$ cat src/rtl/tv80_bus_wait_ctrl_if.sv
`default_nettype none
// +----------------------------------------------------------------------+
// | tv80_bus_wait_ctrl_if : TV80 strobes, decode config and wait outputs |
// | Rev 1.0                                                              |
// +----------------------------------------------------------------------+
interface tv80_bus_wait_ctrl_if #(
  parameter int NUM_REGIONS = 4,
  parameter int WAIT_W      = 4
);
  logic                          mreq_n;
  logic                          iorq_n;
  logic                          rfsh_n;
  logic [15:0]                   A;
  logic [16*NUM_REGIONS-1:0]     region_base;
  logic [16*NUM_REGIONS-1:0]     region_mask;
  logic [WAIT_W*NUM_REGIONS-1:0] region_wait;
  logic [NUM_REGIONS-1:0]        region_rand;
  logic                          wait_n;
  logic [NUM_REGIONS-1:0]        cs;
  logic                          io_cs;
  logic                          miss;
  logic                          busy;
  logic [31:0]                   wait_total;

  modport master (
    output mreq_n, iorq_n, rfsh_n, A,
    output region_base, region_mask, region_wait, region_rand,
    input  wait_n, cs, io_cs, miss, busy, wait_total
  );

  modport slave (
    input  mreq_n, iorq_n, rfsh_n, A,
    input  region_base, region_mask, region_wait, region_rand,
    output wait_n, cs, io_cs, miss, busy, wait_total
  );
endinterface
`default_nettype wire

$ cat src/rtl/tv80_bus_wait_ctrl.sv
`default_nettype none
// +----------------------------------------------------------------------+
// | tv80_bus_wait_ctrl : region decoder, chip selects, wait-state stretch |
// | Rev 1.0                                                              |
// +----------------------------------------------------------------------+
module tv80_bus_wait_ctrl #(
  parameter int          NUM_REGIONS = 4,
  parameter int          WAIT_W      = 4,
  parameter int          IO_WAIT     = 1,
  parameter int          MISS_WAIT   = 0,
  parameter logic [15:0] LFSR_SEED   = 16'hACE1
) (
  input  wire logic             clk,
  input  wire logic             reset,
  tv80_bus_wait_ctrl_if.slave   bus
);

  localparam int IDX_W = (NUM_REGIONS > 1) ? $clog2(NUM_REGIONS) : 1;
  localparam logic [WAIT_W-1:0] c_io_wait   = WAIT_W'(IO_WAIT);
  localparam logic [WAIT_W-1:0] c_miss_wait = WAIT_W'(MISS_WAIT);
  localparam logic [WAIT_W-1:0] c_one       = WAIT_W'(1);

  typedef enum logic [1:0] {
    S_IDLE = 2'd0,
    S_WAIT = 2'd1,
    S_HOLD = 2'd2
  } state_t;

  state_t                 r_state, w_state_nx;
  logic [WAIT_W-1:0]      r_cnt, w_cnt_nx;
  logic [NUM_REGIONS-1:0] r_cs, w_cs_nx;
  logic                   r_io_cs, w_io_cs_nx;
  logic                   r_miss, w_miss_nx;
  logic [15:0]            r_lfsr, w_lfsr_nx;
  logic [31:0]            r_wait_total;

  logic [NUM_REGIONS-1:0] w_hit;
  logic [NUM_REGIONS-1:0] w_sel;
  logic [IDX_W-1:0]       w_idx;
  logic                   w_any;
  logic [WAIT_W-1:0]      w_wmax;
  logic [WAIT_W-1:0]      w_rand_cnt;
  logic [WAIT_W-1:0]      w_load;
  logic                   w_mem_start;
  logic                   w_io_start;
  logic                   w_bus_idle;
  logic                   w_lfsr_fb;

  assign w_mem_start = !bus.mreq_n && bus.rfsh_n;
  assign w_io_start  = !bus.iorq_n && bus.mreq_n;
  assign w_bus_idle  = bus.mreq_n && bus.iorq_n;
  assign w_lfsr_fb   = r_lfsr[15] ^ r_lfsr[13] ^ r_lfsr[12] ^ r_lfsr[10];

  genvar gi;
  generate
    for (gi = 0; gi < NUM_REGIONS; gi++) begin : g_hit
      assign w_hit[gi] = ((bus.A ^ bus.region_base[16*gi +: 16])
                          & bus.region_mask[16*gi +: 16]) == 16'h0000;
    end
  endgenerate

  // Descending scan so the lowest matching window is the one left selected.
  always_comb begin
    w_sel = '0;
    w_idx = '0;
    for (int i = NUM_REGIONS - 1; i >= 0; i--) begin
      if (w_hit[i]) begin
        w_sel    = '0;
        w_sel[i] = 1'b1;
        w_idx    = IDX_W'(i);
      end
    end
  end

  assign w_any      = |w_hit;
  assign w_wmax     = bus.region_wait[int'(w_idx)*WAIT_W +: WAIT_W];
  assign w_rand_cnt = WAIT_W'({1'b0, r_lfsr[WAIT_W-1:0]} % ({1'b0, w_wmax} + (WAIT_W+1)'(1)));

  always_comb begin
    w_state_nx = r_state;
    w_cnt_nx   = r_cnt;
    w_cs_nx    = r_cs;
    w_io_cs_nx = r_io_cs;
    w_miss_nx  = 1'b0;
    w_lfsr_nx  = r_lfsr;
    w_load     = '0;
    unique case (r_state)
      S_IDLE: begin
        if (w_mem_start || w_io_start) begin
          w_lfsr_nx = {r_lfsr[14:0], w_lfsr_fb};
          if (w_mem_start) begin
            if (w_any) begin
              w_cs_nx = w_sel;
              w_load  = bus.region_rand[w_idx] ? w_rand_cnt : w_wmax;
            end else begin
              w_miss_nx = 1'b1;
              w_load    = c_miss_wait;
            end
          end else begin
            w_io_cs_nx = 1'b1;
            w_load     = c_io_wait;
          end
          w_cnt_nx   = w_load;
          w_state_nx = (w_load != '0) ? S_WAIT : S_HOLD;
        end
      end
      S_WAIT: begin
        if (w_bus_idle) begin
          w_state_nx = S_IDLE;
          w_cs_nx    = '0;
          w_io_cs_nx = 1'b0;
        end else if (r_cnt <= c_one) begin
          w_state_nx = S_HOLD;
        end else begin
          w_cnt_nx = r_cnt - c_one;
        end
      end
      S_HOLD: begin
        if (w_bus_idle) begin
          w_state_nx = S_IDLE;
          w_cs_nx    = '0;
          w_io_cs_nx = 1'b0;
        end
      end
      default: begin
        w_state_nx = S_IDLE;
        w_cs_nx    = '0;
        w_io_cs_nx = 1'b0;
      end
    endcase
  end

  always_ff @(posedge clk) begin
    if (reset) begin
      r_state <= S_IDLE;
      r_cnt   <= '0;
      r_cs    <= '0;
      r_io_cs <= 1'b0;
      r_miss  <= 1'b0;
      r_lfsr  <= LFSR_SEED;
    end else begin
      r_state <= w_state_nx;
      r_cnt   <= w_cnt_nx;
      r_cs    <= w_cs_nx;
      r_io_cs <= w_io_cs_nx;
      r_miss  <= w_miss_nx;
      r_lfsr  <= w_lfsr_nx;
    end
  end

  // wait_n is low exactly while in S_WAIT, so count those cycles.
  always_ff @(posedge clk) begin
    if (reset) begin
      r_wait_total <= '0;
    end else if (r_state == S_WAIT && r_wait_total != 32'hFFFF_FFFF) begin
      r_wait_total <= r_wait_total + 32'd1;
    end
  end

  assign bus.wait_n     = (r_state != S_WAIT);
  assign bus.busy       = (r_state != S_IDLE);
  assign bus.cs         = r_cs;
  assign bus.io_cs      = r_io_cs;
  assign bus.miss       = r_miss;
  assign bus.wait_total = r_wait_total;

endmodule
`default_nettype wire
$ cat src/flat_wrapper.sv
// flat-port wrapper written by rule: the top's interface ports become plain ports
module tv80_bus_wait_ctrl_flat 
#(
  parameter int          NUM_REGIONS = 4,
  parameter int          WAIT_W      = 4,
  parameter int          IO_WAIT     = 1,
  parameter int          MISS_WAIT   = 0,
  parameter logic [15:0] LFSR_SEED   = 16'hACE1
)
  (clk, reset, bus_mreq_n, bus_iorq_n, bus_rfsh_n, bus_A, bus_region_base, bus_region_mask, bus_region_wait, bus_region_rand, bus_wait_n, bus_cs, bus_io_cs, bus_miss, bus_busy, bus_wait_total);
  tv80_bus_wait_ctrl_if #(.NUM_REGIONS(NUM_REGIONS), .WAIT_W(WAIT_W)) bus_i ();
  input  wire logic clk;
  input  wire logic reset;
  input wire logic [$bits(bus_i.mreq_n)-1:0] bus_mreq_n;
  input wire logic [$bits(bus_i.iorq_n)-1:0] bus_iorq_n;
  input wire logic [$bits(bus_i.rfsh_n)-1:0] bus_rfsh_n;
  input wire logic [$bits(bus_i.A)-1:0] bus_A;
  input wire logic [$bits(bus_i.region_base)-1:0] bus_region_base;
  input wire logic [$bits(bus_i.region_mask)-1:0] bus_region_mask;
  input wire logic [$bits(bus_i.region_wait)-1:0] bus_region_wait;
  input wire logic [$bits(bus_i.region_rand)-1:0] bus_region_rand;
  output wire logic [$bits(bus_i.wait_n)-1:0] bus_wait_n;
  output wire logic [$bits(bus_i.cs)-1:0] bus_cs;
  output wire logic [$bits(bus_i.io_cs)-1:0] bus_io_cs;
  output wire logic [$bits(bus_i.miss)-1:0] bus_miss;
  output wire logic [$bits(bus_i.busy)-1:0] bus_busy;
  output wire logic [$bits(bus_i.wait_total)-1:0] bus_wait_total;
  assign bus_i.mreq_n = bus_mreq_n;
  assign bus_i.iorq_n = bus_iorq_n;
  assign bus_i.rfsh_n = bus_rfsh_n;
  assign bus_i.A = bus_A;
  assign bus_i.region_base = bus_region_base;
  assign bus_i.region_mask = bus_region_mask;
  assign bus_i.region_wait = bus_region_wait;
  assign bus_i.region_rand = bus_region_rand;
  assign bus_wait_n = bus_i.wait_n;
  assign bus_cs = bus_i.cs;
  assign bus_io_cs = bus_i.io_cs;
  assign bus_miss = bus_i.miss;
  assign bus_busy = bus_i.busy;
  assign bus_wait_total = bus_i.wait_total;
  tv80_bus_wait_ctrl #(.NUM_REGIONS(NUM_REGIONS), .WAIT_W(WAIT_W), .IO_WAIT(IO_WAIT), .MISS_WAIT(MISS_WAIT), .LFSR_SEED(LFSR_SEED)) u_core (.clk(clk), .reset(reset), .bus(bus_i));
endmodule
$ cat config.mk
export PLATFORM = sky130hd
export DESIGN_NAME = tv80_bus_wait_ctrl_flat
export DESIGN_NICKNAME = d
export VERILOG_FILES = /design/src/rtl/tv80_bus_wait_ctrl_if.sv /design/src/rtl/tv80_bus_wait_ctrl.sv /design/src/flat_wrapper.sv
export SDC_FILE = /design/constraint.sdc
export NUM_CORES = 1
export LEC_CHECK = 0
export CAP_MARGIN = 20
export CORE_MARGIN = 4
export CORE_UTILIZATION = 25
export DETAILED_ROUTE_END_ITERATION = 6
export PLACE_DENSITY = 0.49
export RECOVER_POWER = 25
export SYNTH_ARGS = -nofsm -noshare
export SYNTH_HDL_FRONTEND = slang
export SYNTH_SLANG_ARGS = --single-unit
$ cat constraint.sdc
create_clock -name clk -period 14.5 [get_ports clk]
set_input_delay 4.35 -clock clk [delete_from_list [all_inputs] [get_ports clk]]
set_output_delay 4.35 -clock clk [all_outputs]
set_load 0.02 [all_outputs]
---- Word level (Yosys, flattened, before mapping) ----
Index checks and enable logic that the tools add are counted.
storage, ports and cells
  register bits after elaboration ......... 60
  bits of input ports ..................... 169
cells by class
  $lt $le $gt $ge ......................... 2
  div/mod/pow operators ................... 1
  multiplexer cells ....................... 35
  equality and inequality tests ........... 13
  bitwise logic cells ..................... 14
  shifts and indexed selects .............. 1
  reductions and logical operators ........ 23
  add/sub/neg operators ................... 3
operator list
  cell                                                        number
  bitwise AND 16 bit                                          4
  logical NOT 16 bit                                          4
  2-to-1 mux 4 bit                                            16
  bitwise XOR 16 bit                                          4
  adder 32 x 1 -> 32 bit, second input constant               1
  inequality test 32 bit, second input constant               1
  2-to-1 mux 2 bit                                            9
  one-hot mux 4 bit (2 select lines)                          2
  indexed part select 16 x 5 -> 4 bit                         1
  inequality test 2 x 1 -> 1 bit, second input constant       6
  AND reduction 4 bit                                         2
  OR reduction 4 bit                                          2
  inequality test 2 bit, second input constant                3
  one-hot mux 2 bit (3 select lines)                          1
  AND reduction 3 bit                                         2
  adder 4 x 1 -> 5 bit, second input constant                 1
  modulo 4 x 5 -> 5 bit                                       1
  2-to-1 mux 1 bit                                            5
  <= comparator 4 x 1 -> 1 bit, second input constant         1
  logical AND 1 bit                                           4
  nonzero test 2 bit                                          2
  nonzero test 4 bit                                          1
  subtractor 4 x 1 -> 4 bit, second input constant            1
  less-than comparator 2 x 3 -> 1 bit, second input constant  1
  12 further kinds                                            17

---- Longest topological paths before layout ----
Gate-level depths: netlist of run 1.
  word-level depth ........................ 19
  mapped depth ............................ 48
  depth with buffers taken out ............ 47

---- Least setup slack after synthesis of run 1 ----
No wires, ideal clock.
  kind .................................... in2reg
  from .................................... input port bus_A[1]
  to ...................................... register u_core.r_state[0]
  buffers on the path ..................... 1
  required time ........................... 14379 ps
  path slack .............................. 2336 ps
  cell stages on the path ................. 48
  arrival ................................. 12043 ps
  library setup time ...................... 121 ps
  path through ............................ xor2_1 > a22oi_1 > nand4_2 > or2_1 > buf_6 > a31oi_2 > o32ai_2 > clkinv_2 > ha_1 > inv_1 > o32a_2 > nor4_2 > ha_1 > o21a_1 > nor2_1 > a211oi_4 > and3_2 > nor2_1 > (+12 left out) > nand2b_1 > a41o_1 > a21oi_1 > a31oi_2 > nor2_1 > nor2_1 > ha_1 > o21ai_0 > nand2b_1 > a21o_1 > a21oi_1 > o21ba_2 > nor2_1 > a211oi_1 > o31a_1 > o311ai_1 > a31oi_1 > o21ai_1
between the ends
  word-level cells in the longest chain between the ends .. 19
ends and longest elaborated chain
  element                               line                       RTL
  start: declaration                    flat_wrapper.sv:17         input wire logic [$bits(bus_i.A)-1:0] bus_A;
  bitwise XOR 16 bit                    tv80_bus_wait_ctrl.sv:57   assign w_hit[gi] = ((bus.A ^ bus.region_base[16*gi +: 16])
  bitwise AND 16 bit                    tv80_bus_wait_ctrl.sv:58   & bus.region_mask[16*gi +: 16]) == 16'h0000;
  logical NOT 16 bit                    tv80_bus_wait_ctrl.sv:57
  2-to-1 mux 2 bit (4 in a row)         tv80_bus_wait_ctrl.sv:67   if (w_hit[i]) begin
  indexed part select 16 x 5 -> 4 bit   tv80_bus_wait_ctrl.sv:76   assign w_wmax = bus.region_wait[int'(w_idx)*WAIT_W +: WAIT_W];
  adder 4 x 1 -> 5 bit                  tv80_bus_wait_ctrl.sv:77   assign w_rand_cnt = WAIT_W'({1'b0, r_lfsr[WAIT_W-1:0]} % ({1'b0, w_wmax} + (WAIT_W+1)'(1)));
  modulo 4 x 5 -> 5 bit                 tv80_bus_wait_ctrl.sv:77
  2-to-1 mux 4 bit                      tv80_bus_wait_ctrl.sv:94   w_load = bus.region_rand[w_idx] ? w_rand_cnt : w_wmax;
  2-to-1 mux 4 bit *                    tv80_bus_wait_ctrl.sv:92   if (w_any) begin
  2-to-1 mux 4 bit *                    tv80_bus_wait_ctrl.sv:91   if (w_mem_start) begin
  2-to-1 mux 4 bit *                    tv80_bus_wait_ctrl.sv:89   if (w_mem_start || w_io_start) begin
  2-to-1 mux 4 bit *                    tv80_bus_wait_ctrl.sv:87   unique case (r_state)
  nonzero test 4 bit *                  tv80_bus_wait_ctrl.sv:104  w_state_nx = (w_load != '0) ? S_WAIT : S_HOLD;
  2-to-1 mux 2 bit *                    tv80_bus_wait_ctrl.sv:104
  2-to-1 mux 2 bit *                    tv80_bus_wait_ctrl.sv:89
  one-hot mux 2 bit (3 select lines) *  tv80_bus_wait_ctrl.sv:87
  end signal: assignment                tv80_bus_wait_ctrl.sv:142  r_state <= w_state_nx;
  end: declaration                      tv80_bus_wait_ctrl.sv:29   state_t r_state, w_state_nx;
Every way passes the cells marked *; elsewhere a longest branch is shown, timed or not. The select of a mux whose other input is x is not followed.
A chain may end at the register's enable or synchronous reset.

---- Worst setup path in the final report of run 1 ----
  from .................................... input port bus_A[7]
  to ...................................... register u_core.r_state[0]
Same word-level chain as after synthesis.

==> results.tsv, run 1 <==
stage	metric	value	unit
outcome	run status	finished with violations	
outcome	failing checks	capacitance limit, slew limit	
hold_path	Min-Delay Startpoint	u_core.r_lfsr[11]	
pwr	power per standard cell area	106	nW/um2
pwr	combinational fraction of design power	0.484	
pwr	Int Pwr	489	uW
timing	Final min period	13.70	ns
routing	initial DRC count	202	
timing	Clock Skew	0.00737	ns
synthesis	Post-Syn Area	4840	um2
placed_design	placed cell area	7140	um2
cells_and_area	share of layout cells above drive strength 1	0.0732	
die	num rows	50	
synthesis	Synth area leaders	dfxtp_1, xor2_1, ha_1	
routing	drt drc	0	
timing	worst slew pin tran	2.42	ns
critical_path	Critical Path RT	14.70	ns
cells_and_area	n_diodes	0	
die	Top Ports	209	
cells_and_area	cell area after layout	7430	um2
hold_path	Hold WC Path Type	reg2reg	
synthesis	synthesized flop and latch total	60	
synthesis	Seq/Total Area, Yosys	0.248	
global_routing	gr busiest metal	met2	
synthesis	Syn Nets	776	
placed_design	DP HPWL	17.0	mm
critical_path	WS Path Type	in2reg	
timing	Max Clk Rate	73.0	MHz
clock_tree	post-CTS setup buffer count	0	
cells_and_area	Final Net Count	980	
die	Die X	147	um
critical_path	Worst setup startpoint	bus_A[7]	
global_routing	vias in the first global route	5168	
routing	WL final	20.3	mm
clock_tree	CTS buffer count	9	
critical_path	slowest CP cell	clkdlybuf4s50_1	
synthesis	leading area contributor after synthesis	dfxtp_1	
pwr	clock share of power	0.250	
global_routing	antenna violations before repair	0	
cells_and_area	FILL cells	1978	
synthesis	Yosys cell types	83	
global_routing	first-pass GRT wire length	30.9	mm
pwr	Flop pwr share	0.266	
pwr	Peak VDD IR	64.7	uV
pwr	NetSw	297	uW
cells_and_area	area grow syn2layout	53.6	%
timing	Fin. Hold Viols	0	
routing	wire per inst	19.3	um
synthesis	EDFF count, synth	0	
clock_tree	Clock transition at path regs	0.05	ns
timing	relative slew slack	-0.615	
global_routing	met2 usage in global routing	0.303	
timing	RSZ-0062 raised after global routing	false	
die	die height	147	um
placed_design	GPL Wtd Cong	0.961	
pwr	Sw Ratio	0.378	
timing	WHS	0.452	ns
synthesis	Yosys warnings	0	
placed_design	dpl cells	1036	
global_routing	met3 usage	0.0429	
synthesis	Post-synth top flop	dfxtp_1	
die	Initial Util	0.256	
cells_and_area	Final Non-Filler Cells	1052	
placed_design	IO buf count	208	
pwr	static leakage	2.83	nW
critical_path	Reg-to-Reg Start	u_core.r_lfsr[1]	
synthesis	Async SR Flop Fraction	0	
global_routing	largest net degree at the start of global routing	62	
clock_tree	clk buf depth	2	
clock_tree	CTS tree	built	
routing	DR vias	4992	
clock_tree	clock latency on the worst-skew pair	0.32	ns
critical_path	Largest stage delay, worst path	0.54	ns
clock_tree	clk sinks	60	
timing	final worst path period share	0.945	
global_routing	gr usage total	0.184	
flow_run	Max-Cap Viols	1	
routing	drt pass-1 iters	5	
synthesis	syn_area_per_cell	8.28	um2
synthesis	Mapped Cells	584	
routing	final antenna-violating net count	0	
die	core area	18900	um2
critical_path	Setup crit start kind	input port	
critical_path	Critical Path AT	13.90	ns
die	Die ar.	21600	um2
global_routing	met1 usage	0.246	
timing	Max Slew Vio Count	57	
clock_tree	Root Buffer	clkbuf_16	
critical_path	CP endpoint kind	flip-flop	
routing	vias per inst	4.75	
global_routing	grt total ovfl	0	
timing	Final Setup Violations	0	
clock_tree	H-tree depth	3	
critical_path	critical path fanouts, max	8	
synthesis	post-synth top area share	0.248	
timing	setup tns final	0	ns
==> worst max-delay path: cells and delay by family <==
kind | cells | cell delay (ns)
buffers and inverters | 4 | 0.82
AND/OR/NAND/NOR | 15 | 2.50
adder cells (fa/ha/maj) | 5 | 1.47
XOR/XNOR | 1 | 0.22
AO/OA/AOI/OAI | 23 | 4.52
==> cells in the mapped netlist (9+ instances only) <==
cell type / instances
ha_1: 22
nand4_1: 11
dfxtp_1: 60
xor2_1: 87
o21ai_0: 16
a22oi_1: 31
a21oi_1: 22
nand3_1: 19
nand2_1: 54
nor3_1: 14
xnor2_1: 17
and3_1: 9
clkbuf_1: 12
nor2_1: 56
inv_1: 22
==> layout make-up <==
| cell class | count | area (um2) | area share |
|---|---|---|---|
| clock buffer | 13 | 260 | 0.0350 |
| timing repair buffer | 210 | 2090 | 0.281 |
| tap | 260 | 325 | 0.0438 |
| multi-input combinational | 483 | 3450 | 0.465 |
| sequential | 60 | 1200 | 0.162 |
| clock inverter | 2 | 10.0 | 0.00135 |
| inverter | 24 | 91.3 | 0.0123 |
==> path summary, 6_finish.rpt <==
path                            cells past startpoint                 to  slack, ns
worst max-delay path                               48  u_core.r_state[0]       0.80
worst max register to register                     38  u_core.r_state[0]       7.23
worst min-delay path                                2  u_core.r_lfsr[12]       0.45
worst min register to register                      2  u_core.r_lfsr[12]       0.45
==> through the flow <==
| stage | power [mW] | setup WS [ns] | util |
|---|---|---|---|
| floorplan | 0.459 | 2.34 | - |
| global placement | 0.583 | 0.710 | 0.378 |
| detailed placement | 0.589 | 0.496 | 0.378 |
| CTS | 0.791 | 0.777 | 0.392 |
| global route | 0.846 | 0.0434 | 0.393 |
| finish | 0.786 | 0.797 | 0.393 |
==> routing by layer <==
metal / vias to the layer above / routed length (um)
met1: 2363 / 9210
met3: 22 / 1090
li1: 2495 / -
met2: 112 / 9680
met4: 0 / 318
met5: - / 0
==> state kept, by name, indices dropped and copies added (netlist names) <==
name                   flops
u_core.bus.wait_total     32
u_core.r_lfsr             16
u_core.bus.cs              4
u_core.r_cnt               4
u_core.r_state             2
u_core.bus.io_cs           1
u_core.bus.miss            1
==> logic make-up (layout without fill, tap and decap cells) <==
family	after synthesis	after routing	share of synthesized area
AOI/OAI and AO/OA	128	128	0.212
xor gates and xnor gates	104	104	0.188
adders and majority gates	23	23	0.0610
buffers and inverters	41	249	0.0411
DFF	60	60	0.248
muxes	10	10	0.0215
and+or+nand+nor	218	218	0.228
==> power by group through the flow <==
stage / clock network, mW / logic [mW] / registers [mW]
global placement: 0 / 0.373 / 0.211
CTS: 0.203 / 0.380 / 0.209
global route: 0.211 / 0.423 / 0.212
detailed placement: 0 / 0.377 / 0.212
finish: 0.197 / 0.380 / 0.209
floorplan: 0 / 0.250 / 0.209
==> placed cells by master, fill, tap and decap left out, types with 11 or more instances in the layout <==
cell,count
xnor2_1,17
nand2_1,54
nand3_1,19
nor2_1,55
clkdlybuf4s50_1,206
xor2_1,87
nand4_1,11
a21oi_1,21
a22oi_1,30
o21ai_0,16
ha_1,22
nor3_1,14
dfxtp_1,60
inv_1,22
==> timing repair <==
| action | 4_1_cts | 5_1_grt |
|---|---|---|
| gates resized for setup | 0 | 5 |
| hold endpoints to repair | 0 | 0 |
| setup endpoints to repair | 0 | 2 |
| hold buffers | 0 | 0 |
No activity file was read; power rests on OpenSTA's default activity.
==> inputs of run 2 (changes only) <==
- CORE_UTILIZATION: 25 -> 43
- PLACE_DENSITY: 0.49 -> 0.78
- clock period: 14.5 -> 14.6 ns (I/O delays scaled with it)
==> run 2 against run 1 <==
  * The flow still finishes with violations (capacitance limit, slew limit)
  * Power up 0.81%
  * First-iteration DRC count up 93%
  * Sequential cell count unchanged
  * Clock power up 6%
  * Sequential share of layout area up 0.32 points
  * Final area down 2.0%
  * Clock-buffer cell count down 3
  * Via count up 3.5%
  * Register-to-register slack about the same
  * Global-route usage up 9.9 points
  * Clock skew about the same
  * Critical endpoint unchanged
==> results.tsv, run 2 (synthesis results as in run 1) <==
stage	metric	value	unit	change
timing	final worst path period share	0.944		
pwr	Peak VDD IR	89.6	uV	+39%
cells_and_area	area grow syn2layout	50.5	%	
pwr	power per standard cell area	109	nW/um2	+2.8%
timing	Final min period	13.78	ns	
timing	Clock Skew	0.00690	ns	-0.000472 ns
cells_and_area	most frequent cells in the layout	clkdlybuf4s50_1, xor2_1, dfxtp_1		
timing	Fin. Hold Viols	0		unchanged
global_routing	grt total ovfl	0		unchanged
global_routing	gr usage total	0.282		+0.0988
global_routing	vias in the first global route	5260		+1.8%
clock_tree	Clock transition at path regs	0.06	ns	about the same
timing	setup tns final	0	ns	unchanged
die	num rows	38		-24%
clock_tree	clk sinks	60		unchanged
die	Top Ports	209		unchanged
die	Die X	114	um	-22%
critical_path	WS Path Type	in2reg		
cells_and_area	Final Net Count	979		-0.10%
timing	Final Setup Violations	0		unchanged
global_routing	met3 usage	0.0904		+0.0475
clock_tree	CTS tree	built		
timing	Max Clk Rate	72.5	MHz	
clock_tree	clk buf depth	2		unchanged
cells_and_area	final core occ	0.666		+0.273
cells_and_area	commonest non-fill, non-tap cell in the layout	clkdlybuf4s50_1		
routing	wire per inst	20.0	um	+3.6%
flow_run	Max-Cap Viols	1		unchanged
hold_path	Hold WC Path Type	reg2reg		
cells_and_area	max FFs per register	32		unchanged
routing	DR vias	5165		+3.5%
global_routing	met2 usage in global routing	0.463		+0.159
clock_tree	Hold-fix buffers, CTS	0		unchanged
routing	vias per inst	5.54		+17%
routing	drt pass-1 iters	6		+1
outcome	run status	finished with violations		
die	die height	114	um	-22%
pwr	static leakage	2.82	nW	-0.67%
timing	Max Slew Vio Count	62		+8.8%
critical_path	CP endpoint kind	flip-flop		
routing	final antenna-violating net count	0		unchanged
critical_path	Critical Path AT	13.99	ns	+0.09 ns
die	core area	10900	um2	-42%
placed_design	GPL Wtd Cong	0.970		+0.95%
timing	relative slew slack	-0.716		-0.100
placed_design	IO buf count	208		unchanged
clock_tree	CTS buffer count	9		unchanged
clock_tree	Root Buffer	clkbuf_16		
global_routing	first-pass GRT wire length	28.8	mm	-6.6%
timing	worst slew pin tran	2.57	ns	+0.150 ns
critical_path	critical path fanouts, max	10		+2
critical_path	Critical Path RT	14.80	ns	+0.10 ns
cells_and_area	share of layout cells above drive strength 1	0.0707		-0.00253
clock_tree	CTS resizes	0		unchanged
routing	initial DRC count	389		+93%
global_routing	antenna violations before repair	2		+2
die	Initial Util	0.442		+0.186
cells_and_area	sequential cell area	1200	um2	unchanged
routing	drt drc	0		unchanged
cells_and_area	Multi-input gate area	3440	um2	-0.40%
timing	RSZ-0062 raised after global routing	false		
cells_and_area	FILL cells	916		-54%
clock_tree	clock latency on the worst-skew pair	0.32	ns	about the same
critical_path	slowest CP cell	clkdlybuf4s50_1		
global_routing	largest net degree at the start of global routing	62		unchanged
placed_design	DP HPWL	15.2	mm	-10%
die	Die ar.	13000	um2	-40%
global_routing	met1 usage	0.368		+0.123
clock_tree	H-tree depth	3		unchanged
clock_tree	post-CTS setup buffer count	0		unchanged
routing	WL final	18.6	mm	-8.1%
global_routing	gr busiest metal	met2		
critical_path	Setup crit start kind	input port		
outcome	failing checks	capacitance limit, slew limit		
critical_path	Largest stage delay, worst path	0.60	ns	+0.06 ns
run 2: cell type report:
class / count / area share
Clock inverter: 6 / 0.00893
Timing Repair Buffer: 209 / 0.286
Clock buffer: 10 / 0.0314
Antenna cell: 1 / 0.000344
Inverter: 24 / 0.0125
Sequential cell: 60 / 0.165
Tap cell: 140 / 0.0241
Multi-Input combinational cell: 483 / 0.472
run 2: path summary, 6_finish.rpt:
path / startpoint / end / slack, ns / cells past startpoint
worst min-delay path: u_core.r_lfsr[14] / u_core.r_lfsr[14] / 0.45 / 2
worst min register to register: u_core.r_lfsr[14] / u_core.r_lfsr[14] / 0.45 / 2
worst max register to register: u_core.r_lfsr[1] / u_core.r_state[0] / 7.23 / 38
worst max-delay path: bus_A[5] / u_core.r_state[0] / 0.82 / 48
run 2: report_power, final:
part | switching (mW) | internal, mW | total [mW]
registers | 0.0210 | 0.187 | 0.208
clock network | 0.0761 | 0.132 | 0.208
logic | 0.201 | 0.176 | 0.377
run 2: worst max-delay path: cells and delay by family:
kind,cells,cell delay (ns)
AND/OR/NAND/NOR,16,2.78
XOR/XNOR,1,0.24
buffers and inverters,4,0.88
AO/OA/AOI/OAI,22,4.32
adder cells (fa/ha/maj),5,1.41
run 2: metrics by stage:
step	hold slack, ns	worst slack, ns	power [mW]	instance area, um2	std cells
2_1_floorplan	0.432	2.41	0.456	4840	584
3_3_place_gp	0.437	1.01	0.567	6990	916
3_5_place_dp	0.447	0.636	0.578	6990	916
4_1_cts	0.455	0.950	0.792	7280	932
5_1_grt	0.478	0.0465	0.845	7280	932
6_report	0.454	0.816	0.792	7280	933
run 2: layer usage:
layer / vias to the layer above / part of all wire
met1: 2423 / 0.44
li1: 2495 / -
met4: 2 / 0.012
met5: - / 0.0011
met2: 222 / 0.46
met3: 23 / 0.087
==> inputs of run 3 (changes only) <==
- GPL_TIMING_DRIVEN: default -> 0
==> run 3 against run 2 <==
  * The flow now finishes without violations
  * Largest cell class unchanged
  * Fmax is 0.23% lower
  * Final area is 1.6% higher
  * Worst hold slack better by 0.0061 ns
  * Final cell count is 1.5% higher
  * Clock power hardly changed
  * Critical path depth is 1 higher
  * Power is 0.60% higher
==> results.tsv, run 3 (synthesis results as in run 1) <==
stage	metric	value	unit	change
flow_run	Max-Cap Viols	0		-1
critical_path	R2R depth	38		unchanged
clock_tree	Clock transition at path regs	0.06	ns	about the same
timing	Fin. Hold Viols	0		unchanged
critical_path	Critical Path RT	14.81	ns	about the same
hold_path	Min-Delay Startpoint	u_core.r_lfsr[8]		
timing	Max Slew Vio Count	0		-100%
pwr	combinational fraction of design power	0.476		about the same
critical_path	critical path fanouts, max	10		unchanged
timing	setup tns final	0	ns	unchanged
critical_path	reg2reg end	u_core.r_state[0]		
global_routing	gr usage total	0.279		-0.00339
clock_tree	clk sinks	60		unchanged
cells_and_area	most frequent cells in the layout	clkdlybuf4s50_1, xor2_1, dfxtp_1		
clock_tree	clk buf depth	2		unchanged
placed_design	IO buf count	207		-0.48%
die	Die X	114	um	unchanged
cells_and_area	n_diodes	0		-1
timing	relative slew slack	0.640		+1.36
routing	drt pass-1 iters	5		-1
die	Die ar.	13000	um2	unchanged
critical_path	slowest CP cell	clkdlybuf4s50_1		
cells_and_area	FILL cells	899		-1.9%
global_routing	antenna violations before repair	1		-1
global_routing	first-pass GRT wire length	28.5	mm	-1.2%
placed_design	DP HPWL	15.0	mm	-1.2%
critical_path	WS Path Type	in2reg		
hold_path	Hold WC Path Type	reg2reg		
die	Initial Util	0.442		unchanged
timing	RSZ-0062 raised after global routing	false		
critical_path	R2R setup slack	7.18	ns	-0.05 ns
cells_and_area	commonest non-fill, non-tap cell in the layout	clkdlybuf4s50_1		
timing	WHS	0.460	ns	+0.00615 ns
critical_path	Setup crit start kind	input port		
pwr	Peak VDD IR	98.4	uV	+9.7%
routing	vias per inst	5.46		-1.4%
cells_and_area	share of layout cells above drive strength 1	0.0793		+0.00860
clock_tree	H-tree depth	3		unchanged
die	core area	10900	um2	unchanged
die	Top Ports	209		unchanged
global_routing	vias in the first global route	5267		+0.13%
clock_tree	CTS buffer count	9		unchanged
routing	DR vias	5167		+0.039%
die	die height	114	um	unchanged
placed_design	dpl cells	931		+1.6%
cells_and_area	Multi-input gate area	3460	um2	+0.69%
cells_and_area	sequential cell area	1200	um2	unchanged
cells_and_area	Final Net Count	994		+1.5%
clock_tree	Root Buffer	clkbuf_16		
routing	WL final	18.3	mm	-2.1%
cells_and_area	Final Non-Filler Cells	947		+1.5%
timing	Final Setup Violations	0		unchanged
pwr	clock share of power	0.264		+0.002
timing	final worst path period share	0.946		+0.00218
critical_path	Largest stage delay, worst path	0.62	ns	+0.02 ns
timing	Max Clk Rate	72.4	MHz	-0.23%
placed_design	GPL Wtd Cong	0.923		-4.8%
timing	worst slew pin tran	0.532	ns	-2.04 ns
pwr	static leakage	2.87	nW	+1.8%
pwr	Flop pwr share	0.260		-0.003
clock_tree	CTS tree	built		
hold_path	Hold Path End	u_core.r_lfsr[9]		
cells_and_area	area grow syn2layout	53.0	%	
clock_tree	clock latency on the worst-skew pair	0.32	ns	about the same
critical_path	CP endpoint kind	flip-flop		
cells_and_area	max FFs per register	32		unchanged
die	num rows	38		unchanged
routing	wire per inst	19.3	um	-3.6%
critical_path	Critical Path AT	14.02	ns	+0.03 ns
timing	Final min period	13.82	ns	+0.0319 ns
timing	Clock Skew	0.00593	ns	-0.000968 ns
critical_path	Reg-to-Reg Start	u_core.r_lfsr[0]		
routing	final antenna-violating net count	0		unchanged
pwr	NetSw	299	uW	+0.15%
pwr	power per standard cell area	108	nW/um2	-1.0%
pwr	Sw Ratio	0.375		-0.00170
routing	drt drc	0		unchanged
global_routing	largest net degree at the start of global routing	13		-79%
global_routing	grt total ovfl	0		unchanged
clock_tree	post-CTS setup buffer count	0		unchanged
routing	initial DRC count	347		-11%
pwr	Int Pwr	499	uW	+0.88%
hold_path	worst hold stages	2		unchanged
outcome	run status	complete, no violations		
run 3: cell types whose count changed in the layout (fill, tap and decap cells not counted), sizes merged:
| cell | delta |
|---|---|
| buf | +2 |
| inv | +1 |
| diode | -1 |
| clkinvlp | -2 |
| clkinv | +2 |
| clkbuf | +12 |
run 3: critical path, delay by kind of cell:
family / cells / cell delay, ns
adder cells (fa/ha/maj): 5 / 1.47
AO/OA/AOI/OAI: 23 / 4.37
XOR/XNOR: 1 / 0.26
AND/OR/NAND/NOR: 15 / 2.47
buffers and inverters: 5 / 1.06
run 3: timing repair:
action	in CTS	in global routing
gates resized for setup	0	5
endpoints found under the hold margin	0	0
setup endpoints to repair	0	3
hold buffers	0	0
run 3: power groups by stage:
| stage | Combinational [mW] | Clock (mW) | Sequential [mW] |
|---|---|---|---|
| 6_report | 0.379 | 0.210 | 0.208 |
| 5_1_grt | 0.422 | 0.222 | 0.211 |
| 4_1_cts | 0.377 | 0.213 | 0.207 |
| 3_5_place_dp | 0.373 | 0 | 0.210 |
| 3_3_place_gp | 0.363 | 0 | 0.208 |
| 2_1_floorplan | 0.248 | 0 | 0.208 |
run 3: worst max path at each step:
stage,from,end,slack [ns]
global placement,bus_A[6],u_core.r_state[0],0.62
finish,bus_A[5],u_core.r_state[0],0.78
detailed placement,bus_A[6],u_core.r_state[0],0.39
floorplan,bus_A[1],u_core.r_state[0],2.41
CTS,bus_A[6],u_core.r_state[0],0.71
global route,bus_A[5],u_core.r_state[0],0.02
run 3: final cells by class:
type / count / share of cell area
inverter: 24 / 0.0123
timing repair buffer: 207 / 0.280
buffer: 17 / 0.0135
sequential: 60 / 0.162
multi-input combinational: 483 / 0.468
tap: 140 / 0.0237
clock buffer: 9 / 0.0304
clock inverter: 7 / 0.0103
run 3: per-layer routing:
metal	GRT usage	part of all wire	vias to the layer above
met2	0.454	0.46	215
met1	0.357	0.43	2401
met4	0.0618	0.016	2
li1	-	-	2523
met3	0.0983	0.096	26
met5	0	0.0010	-
run 3: through the flow:
| step | utilization | cell area, um2 | setup WS [ns] | power [mW] |
|---|---|---|---|---|
| 2_1_floorplan | - | 4840 | 2.41 | 0.456 |
| 3_3_place_gp | 0.648 | 7090 | 0.622 | 0.571 |
| 3_5_place_dp | 0.648 | 7090 | 0.386 | 0.582 |
| 4_1_cts | 0.676 | 7390 | 0.715 | 0.797 |
| 5_1_grt | 0.677 | 7400 | 0.0154 | 0.855 |
| 6_report | 0.677 | 7400 | 0.784 | 0.797 |
